File: src/rtl/ram_4port_initiator.sv
// Four-client request initiator for the 1024x8 four-port RAM; same-address writes are arbitrated before issue.
// Latency: accept at edge N -> RAM-side regs in cycle N+1 -> read response pulse in cycle N+2.
// Backpressure: only a write that loses same-address arbitration sees ready low; reads are always ready. Macro: RR_PRIORITY_EN.
module ram_4port_initiator #(
    parameter int ADDR_W = 10,
    parameter int DATA_W = 8
) (
    input  logic              clk,
    input  logic              rst_n,

    input  logic              a_req_valid,
    output logic              a_req_ready,
    input  logic              a_req_wr,
    input  logic [ADDR_W-1:0] a_req_addr,
    input  logic [DATA_W-1:0] a_req_wdata,
    output logic              a_rsp_valid,
    output logic [DATA_W-1:0] a_rsp_rdata,

    input  logic              b_req_valid,
    output logic              b_req_ready,
    input  logic              b_req_wr,
    input  logic [ADDR_W-1:0] b_req_addr,
    input  logic [DATA_W-1:0] b_req_wdata,
    output logic              b_rsp_valid,
    output logic [DATA_W-1:0] b_rsp_rdata,

    input  logic              c_req_valid,
    output logic              c_req_ready,
    input  logic              c_req_wr,
    input  logic [ADDR_W-1:0] c_req_addr,
    input  logic [DATA_W-1:0] c_req_wdata,
    output logic              c_rsp_valid,
    output logic [DATA_W-1:0] c_rsp_rdata,

    input  logic              d_req_valid,
    output logic              d_req_ready,
    input  logic              d_req_wr,
    input  logic [ADDR_W-1:0] d_req_addr,
    input  logic [DATA_W-1:0] d_req_wdata,
    output logic              d_rsp_valid,
    output logic [DATA_W-1:0] d_rsp_rdata,

    output logic              cs_a,
    output logic              wr_a,
    output logic [ADDR_W-1:0] addr_a,
    output logic [DATA_W-1:0] data_in_a,
    input  logic [DATA_W-1:0] data_out_a,

    output logic              cs_b,
    output logic              wr_b,
    output logic [ADDR_W-1:0] addr_b,
    output logic [DATA_W-1:0] data_in_b,
    input  logic [DATA_W-1:0] data_out_b,

    output logic              cs_c,
    output logic              wr_c,
    output logic [ADDR_W-1:0] addr_c,
    output logic [DATA_W-1:0] data_in_c,
    input  logic [DATA_W-1:0] data_out_c,

    output logic              cs_d,
    output logic              wr_d,
    output logic [ADDR_W-1:0] addr_d,
    output logic [DATA_W-1:0] data_in_d,
    input  logic [DATA_W-1:0] data_out_d,

    input  logic              conflict,
    output logic              err_conflict
);

    logic [3:0]        req_vld;
    logic [3:0]        req_wr;
    logic [3:0]        wr_vld;
    logic [3:0]        req_rdy;
    logic [3:0]        acc;
    logic [ADDR_W-1:0] req_addr [4];
    logic [DATA_W-1:0] req_wdat [4];
    logic [1:0]        rank     [4];

    logic [3:0]        cs_q;
    logic [3:0]        wr_q;
    logic [ADDR_W-1:0] addr_q   [4];
    logic [DATA_W-1:0] din_q    [4];
    logic [3:0]        rd_pend;
    logic [3:0]        rd_pend_q;
    logic              err_q;

    assign req_vld = {d_req_valid, c_req_valid, b_req_valid, a_req_valid};
    assign req_wr  = {d_req_wr, c_req_wr, b_req_wr, a_req_wr};
    assign req_addr[0] = a_req_addr;
    assign req_addr[1] = b_req_addr;
    assign req_addr[2] = c_req_addr;
    assign req_addr[3] = d_req_addr;
    assign req_wdat[0] = a_req_wdata;
    assign req_wdat[1] = b_req_wdata;
    assign req_wdat[2] = c_req_wdata;
    assign req_wdat[3] = d_req_wdata;

    assign wr_vld = req_vld & req_wr;
    assign acc    = req_vld & req_rdy;

`ifdef RR_PRIORITY_EN
    logic [1:0] ptr;

    // Rank 0 is the winner; the port at ptr holds rank 0 and the rest follow in ring order.
    always_comb begin
        for (int i = 0; i < 4; i++) begin
            rank[i] = 2'(i) - ptr;
        end
    end

    always_ff @(posedge clk or negedge rst_n) begin
        if (!rst_n) begin
            ptr <= 2'd0;
        end else if (|(wr_vld & ~req_rdy)) begin
            ptr <= ptr + 2'd1;
        end
    end
`else
    always_comb begin
        for (int i = 0; i < 4; i++) begin
            rank[i] = 2'(i);
        end
    end
`endif

    // A write yields to any better-ranked write to the same address; reads never yield.
    always_comb begin
        req_rdy = 4'hF;
        for (int i = 0; i < 4; i++) begin
            for (int j = 0; j < 4; j++) begin
                if (i != j && wr_vld[i] && wr_vld[j] &&
                    req_addr[i] == req_addr[j] && rank[j] < rank[i]) begin
                    req_rdy[i] = 1'b0;
                end
            end
        end
    end

    always_ff @(posedge clk or negedge rst_n) begin
        if (!rst_n) begin
            cs_q      <= '0;
            wr_q      <= '0;
            rd_pend   <= '0;
            rd_pend_q <= '0;
            err_q     <= 1'b0;
            for (int i = 0; i < 4; i++) begin
                addr_q[i] <= '0;
                din_q[i]  <= '0;
            end
        end else begin
            cs_q      <= acc;
            wr_q      <= acc & req_wr;
            rd_pend   <= acc & ~req_wr;
            rd_pend_q <= rd_pend;
            if (conflict) begin
                err_q <= 1'b1;
            end
            for (int i = 0; i < 4; i++) begin
                if (acc[i]) begin
                    addr_q[i] <= req_addr[i];
                    din_q[i]  <= req_wdat[i];
                end
            end
        end
    end

    assign a_req_ready = req_rdy[0];
    assign b_req_ready = req_rdy[1];
    assign c_req_ready = req_rdy[2];
    assign d_req_ready = req_rdy[3];

    assign a_rsp_valid = rd_pend_q[0];
    assign b_rsp_valid = rd_pend_q[1];
    assign c_rsp_valid = rd_pend_q[2];
    assign d_rsp_valid = rd_pend_q[3];
    assign a_rsp_rdata = data_out_a;
    assign b_rsp_rdata = data_out_b;
    assign c_rsp_rdata = data_out_c;
    assign d_rsp_rdata = data_out_d;

    assign cs_a = cs_q[0];
    assign cs_b = cs_q[1];
    assign cs_c = cs_q[2];
    assign cs_d = cs_q[3];
    assign wr_a = wr_q[0];
    assign wr_b = wr_q[1];
    assign wr_c = wr_q[2];
    assign wr_d = wr_q[3];
    assign addr_a = addr_q[0];
    assign addr_b = addr_q[1];
    assign addr_c = addr_q[2];
    assign addr_d = addr_q[3];
    assign data_in_a = din_q[0];
    assign data_in_b = din_q[1];
    assign data_in_c = din_q[2];
    assign data_in_d = din_q[3];

    assign err_conflict = err_q;

endmodule

File: config.mk
export PLATFORM = sky130hd
export DESIGN_NAME = ram_4port_initiator
export DESIGN_NICKNAME = d
export VERILOG_FILES = /design/src/rtl/ram_4port_initiator.sv
export SDC_FILE = /design/constraint.sdc
export NUM_CORES = 1
export LEC_CHECK = 0
export CORE_ASPECT_RATIO = 2
export CORE_MARGIN = 8
export CORE_UTILIZATION = 25
export DETAILED_ROUTE_END_ITERATION = 8
export REMOVE_ABC_BUFFERS = 1
export SYNTH_ARGS = -nofsm -noshare
export SYNTH_HDL_FRONTEND = slang
export SYNTH_SLANG_ARGS = --single-unit
File: constraint.sdc
create_clock -name clk -period 2.3 [get_ports clk]
set_input_delay 0.46 -clock clk [delete_from_list [all_inputs] [get_ports clk]]
set_output_delay 0.46 -clock clk [all_outputs]
set_load 0.01 [all_outputs]
Word-level counts from Yosys, hierarchy flattened. Cells that the tools add are included.

Bits in registers: 89. Input bits: 115. Output and inout port bits: 121. Word-level logic and storage cells: 42.

Equal/unequal tests: 6. Mux-type cells: 6. Bitwise gates (word level): 5. Reductions and logical operators: 12.

Operators by type and width (count): $eq A10 B10 Y1 (6); $and A4 B4 Y4 (4); $logic_and A1 B1 Y1 (12); $mux W1 (6); $not A4 Y4 (1).

Depth between registers and ports, before layout.
Word-level depth: 8. Mapped depth: 7.

Least setup slack after synthesis. No wires, ideal clock.

Path type: input port to flip-flop. From: in b_req_addr[5]. To: reg addr_q (netlist bit addr_d[0]). Library setup time: 0.125 ns. Data arrival time: 2.014 ns. Slack: 0.161 ns. Stages: 7. Buffers on the path: 2. Cells stage by stage: xor2_1 > or4_1 > o31ai_1 > nor3b_1 > buf_6 > buf_12 > mux2_4.

Word-level cells in the longest chain between the ends: 5.

Ends and longest elaborated chain: from (decl) (RTL line 22) `input logic [ADDR_W-1:0] b_req_addr,`; $eq A10 B10 Y1 (RTL line 133) `req_addr[i] == req_addr[j] && rank[j] < rank[i]) begin`; $logic_and A1 B1 Y1 (RTL line 132) `if (i != j && wr_vld[i] && wr_vld[j] &&`; $mux W1 (2 in series) (RTL line 132); $and A4 B4 Y4 (RTL line 100) `assign acc = req_vld & req_rdy;`; net acc[3] (RTL line 75) `logic [3:0] acc;`; to (signal, indexed assignment) (RTL line 161) `addr_q[i] <= req_addr[i];`; to (decl) (RTL line 82) `logic [ADDR_W-1:0] addr_q [4];`.

The timed path passes the listed nets, and every way through them passes these cells. A chain may end at the register's enable or synchronous reset.

Worst setup path after layout.
From: in b_req_addr[4]. To: out d_req_ready.

Word-level cells in the longest chain between the ends: 4.

Ends and longest elaborated chain: $eq A10 B10 Y1 (RTL line 133); $logic_and A1 B1 Y1 (RTL line 132); $mux W1 (2 in series) (RTL line 132); to (decl) (RTL line 36) `output logic d_req_ready,`.

No other way between the ends.

==> results_dict.tcl <==
set metrics [dict create \
    vias 3165 \
    synth-warning-count 0 \
    slowest_stage "or4_4" \
    clockBufferDepth 2 \
    ys_types 28 \
    syn_inst 312 \
    ys_seq_elements 89 \
    tightest_slew_ps 614 \
    finalInstanceArea_um2 6630 \
    drv_cap 0 \
    fin_crit_ps 2300 \
    hold_violations 0 \
    post-dp-hpwl_mm 11.5 \
    insertion_delay_ps 330 \
    relSlewSlack_pct 59.1 \
    cp_max_fo 2 \
    outcome "finished, final reports clean" \
    clock-sinks 89 \
    power_leakage_nw 2.86 \
    antenna_found_initial 2 \
    coreArea_um2 16600 \
    gp_congestion 0.764 \
    clk_pin_slew_ps 60 \
    timing.setup.critical_path_class "input pin to output pin" \
    routedWlPerCell_um 20.1 \
    drtAntennaViolNets 0 \
    crit_path_max_incr_delay_ps 520 \
    hold_buffers 0 \
    power_density_nw_per_um2 650 \
    die_area_um2 21400 \
    pin_count 236 \
    die_y_um 199 \
    ir_drop_v 0.000325 \
    worstPathRequired_ps 1840 \
    die_x_um 107 \
    final_core_util_pct 39.9 \
    syn_avg_cell_area_um2 13.4 \
    fin_crit_sh_pct 99.9 \
    finClkSkew_ps 3.56 \
    fill_cells 1648 \
    arrival_ps 1840 \
    synth_seq_area_share_pct 53.2 \
    cts_root_buf "clkbuf_16" \
    place_area_um2 6280 \
    first_iter_violations 52 \
    rows 67 \
    grt_max_degree 45 \
    via_per_inst 4.40 \
    worst-path-buf-inv 2 \
    setup_violations 0 \
    area_delta_synth_final_pct 58.4 \
    fin_setup_tns_ps 0 \
    overflow 0 \
    path_delay_family "simple AND/OR/NAND/NOR gates" \
    path_cells "dlygate4sd2_1 -> xor2_1 -> or4_4 -> nor3_4 -> nor2_2 -> buf_2" \
    fmaxAchievable_mhz 435 \
    synth_area_um2 4180 \
    routed_wl_mm 14.5 \
    hold_path_class "input pin to async pin" \
    maxSlewViolCount 0 \
    io_buffers 170 \
    cts_tree "done" \
    final_layout_size_suffix_gt1_share_pct 34.6 \
    first_pass_iters 6 \
    first_global_vias 3531 \
    htree_num_levels 3 \
    gr-usage-all-layers_pct 13.7 \
    grt_pass1_wl_mm 21.9 \
    start_util_pct 25.2 \
    rsz0062_at_grt "true" \
    cp-start-kind "input pin" \
    cp-end-kind "output pin" \
    nNetsFinal 622 \
    drc_errors 0 \
    cts-buffers-inserted 9 \
]
layout make-up:
type	count	area, um2	area share (%)
Antenna cell	1	2.50	0.0378
Clock buffer	9	225	3.40
Clock inverter	7	92.6	1.40
Inverter	2	7.51	0.113
Multi-Input combinational cell	181	1760	26.5
Sequential cell	89	2230	33.6
Tap cell	207	259	3.91
Timing Repair Buffer	224	2060	31.0
stage by stage:
stage | setup WS, ps | std cells | power [mW] | hold slack, ps
floorplan | -861 | 272 | 2.11 | 164
global placement | -770 | 702 | 2.78 | 333
detailed placement | -796 | 702 | 2.79 | 337
CTS | 0.261 | 718 | 4.36 | 149
global route | -29.8 | 720 | 4.52 | 176
finish | 2.85 | 720 | 4.31 | 132
cell families after synthesis:
| family | Yosys count | share of synthesized area, % |
|---|---|---|
| buffers and inverters | 42 | 7.33 |
| XOR/XNOR | 60 | 12.6 |
| AND/OR/NAND/NOR | 45 | 6.10 |
| other | 1 | 0.0896 |
| flip-flops | 89 | 53.2 |
| multiplexers | 72 | 20.2 |
| AO/OA/AOI/OAI | 3 | 0.508 |
metal layers:
layer  global-route usage (%)  wire (um)  share of wire [%]
met1                     18.6       6780                 47
met2                     18.2       5710                 40
met3                     7.27       1830                 13
met4                     3.42        110               0.76
met5                    0.491         13              0.090
cells in the final DEF (no fill, tap or decap), types with 3 or more instances in the layout:
master / netlist / layout
clkdlybuf4s15_1: 0 / 4
nand4_1: 8 / 8
xor2_1: 46 / 44
nand3_1: 7 / 6
and3_1: 3 / 3
buf_6: 1 / 5
buf_4: 33 / 48
clkbuf_16: 0 / 9
nor3_1: 7 / 5
clkinv_2: 0 / 3
buf_2: 1 / 6
mux2_2: 63 / 63
dlygate4sd2_1: 0 / 30
clkbuf_2: 0 / 8
nor4_2: 0 / 6
dfrtp_1: 89 / 89
xnor2_1: 14 / 14
buf_12: 1 / 3
clkdlybuf4s50_1: 0 / 118
mux2_4: 9 / 9
cell usage after synthesis:
cell type	count	share of area [%]
nor4_1	8	1.2
or2_2	1	0.15
inv_2	1	0.090
buf_12	1	0.48
nor3b_1	1	0.18
inv_1	1	0.090
xor2_1	46	9.6
nor2_1	3	0.27
buf_4	33	5.9
buf_1	2	0.18
conb_1	1	0.090
buf_6	1	0.27
buf_2	1	0.12
and2_1	1	0.15
clkbuf_1	2	0.18
and3_1	3	0.45
a31oi_1	1	0.15
xnor2_1	14	2.9
nand4_1	8	1.2
or4_1	2	0.36
nand3_1	7	0.84
nand2_1	2	0.18
mux2_4	9	3.2
dfrtp_1	89	53
nor2b_1	2	0.30
o31ai_1	2	0.36
mux2_2	63	17
nor3_1	7	0.84
power breakdown:
group,switching (mW),total [mW],internal [mW],leakage (nW)
Combinational,0.395,0.961,0.566,1.65
Sequential,0.0697,1.78,1.71,1.05
Clock,0.616,1.57,0.954,0.160
path summary, 6_finish.rpt:
kind | start | to | slack [ps] | depth (start not counted)
min in group clk | rd_pend[2]$_DFF_PN0_ | rd_pend_q[2]$_DFF_PN0_ | 350 | 0
min reg2reg | rd_pend[2]$_DFF_PN0_ | rd_pend_q[2]$_DFF_PN0_ | 350 | 0
max reg2reg | err_conflict$_DFFE_PN0P_ | err_conflict$_DFFE_PN0P_ | 1520 | 1
min | rst_n | data_in_c[2]$_DFFE_PN0P_ | 130 | 1
max | b_req_addr[4] | d_req_ready | 3 | 6
max in group asynchronous | rst_n | wr_q[3]$_DFF_PN0_ | 1530 | 2
sequential cells by signal, indices dropped and copies added (netlist names):
signal        flops
addr_b           10
data_in_d         8
rd_pend           4
err_conflict      1
data_in_a         8
wr_q              4
addr_c           10
cs_q              4
data_in_c         8
addr_d           10
data_in_b         8
addr_a           10
rd_pend_q         4
what timing repair did:
action / 4_1_cts / 5_1_grt
pin swaps: 17 / 15
gates resized for setup: 78 / 38
buffers inserted: 0 / 1
setup endpoints to repair: 39 / 12
Note: power is estimated with default switching activity, not from simulation.
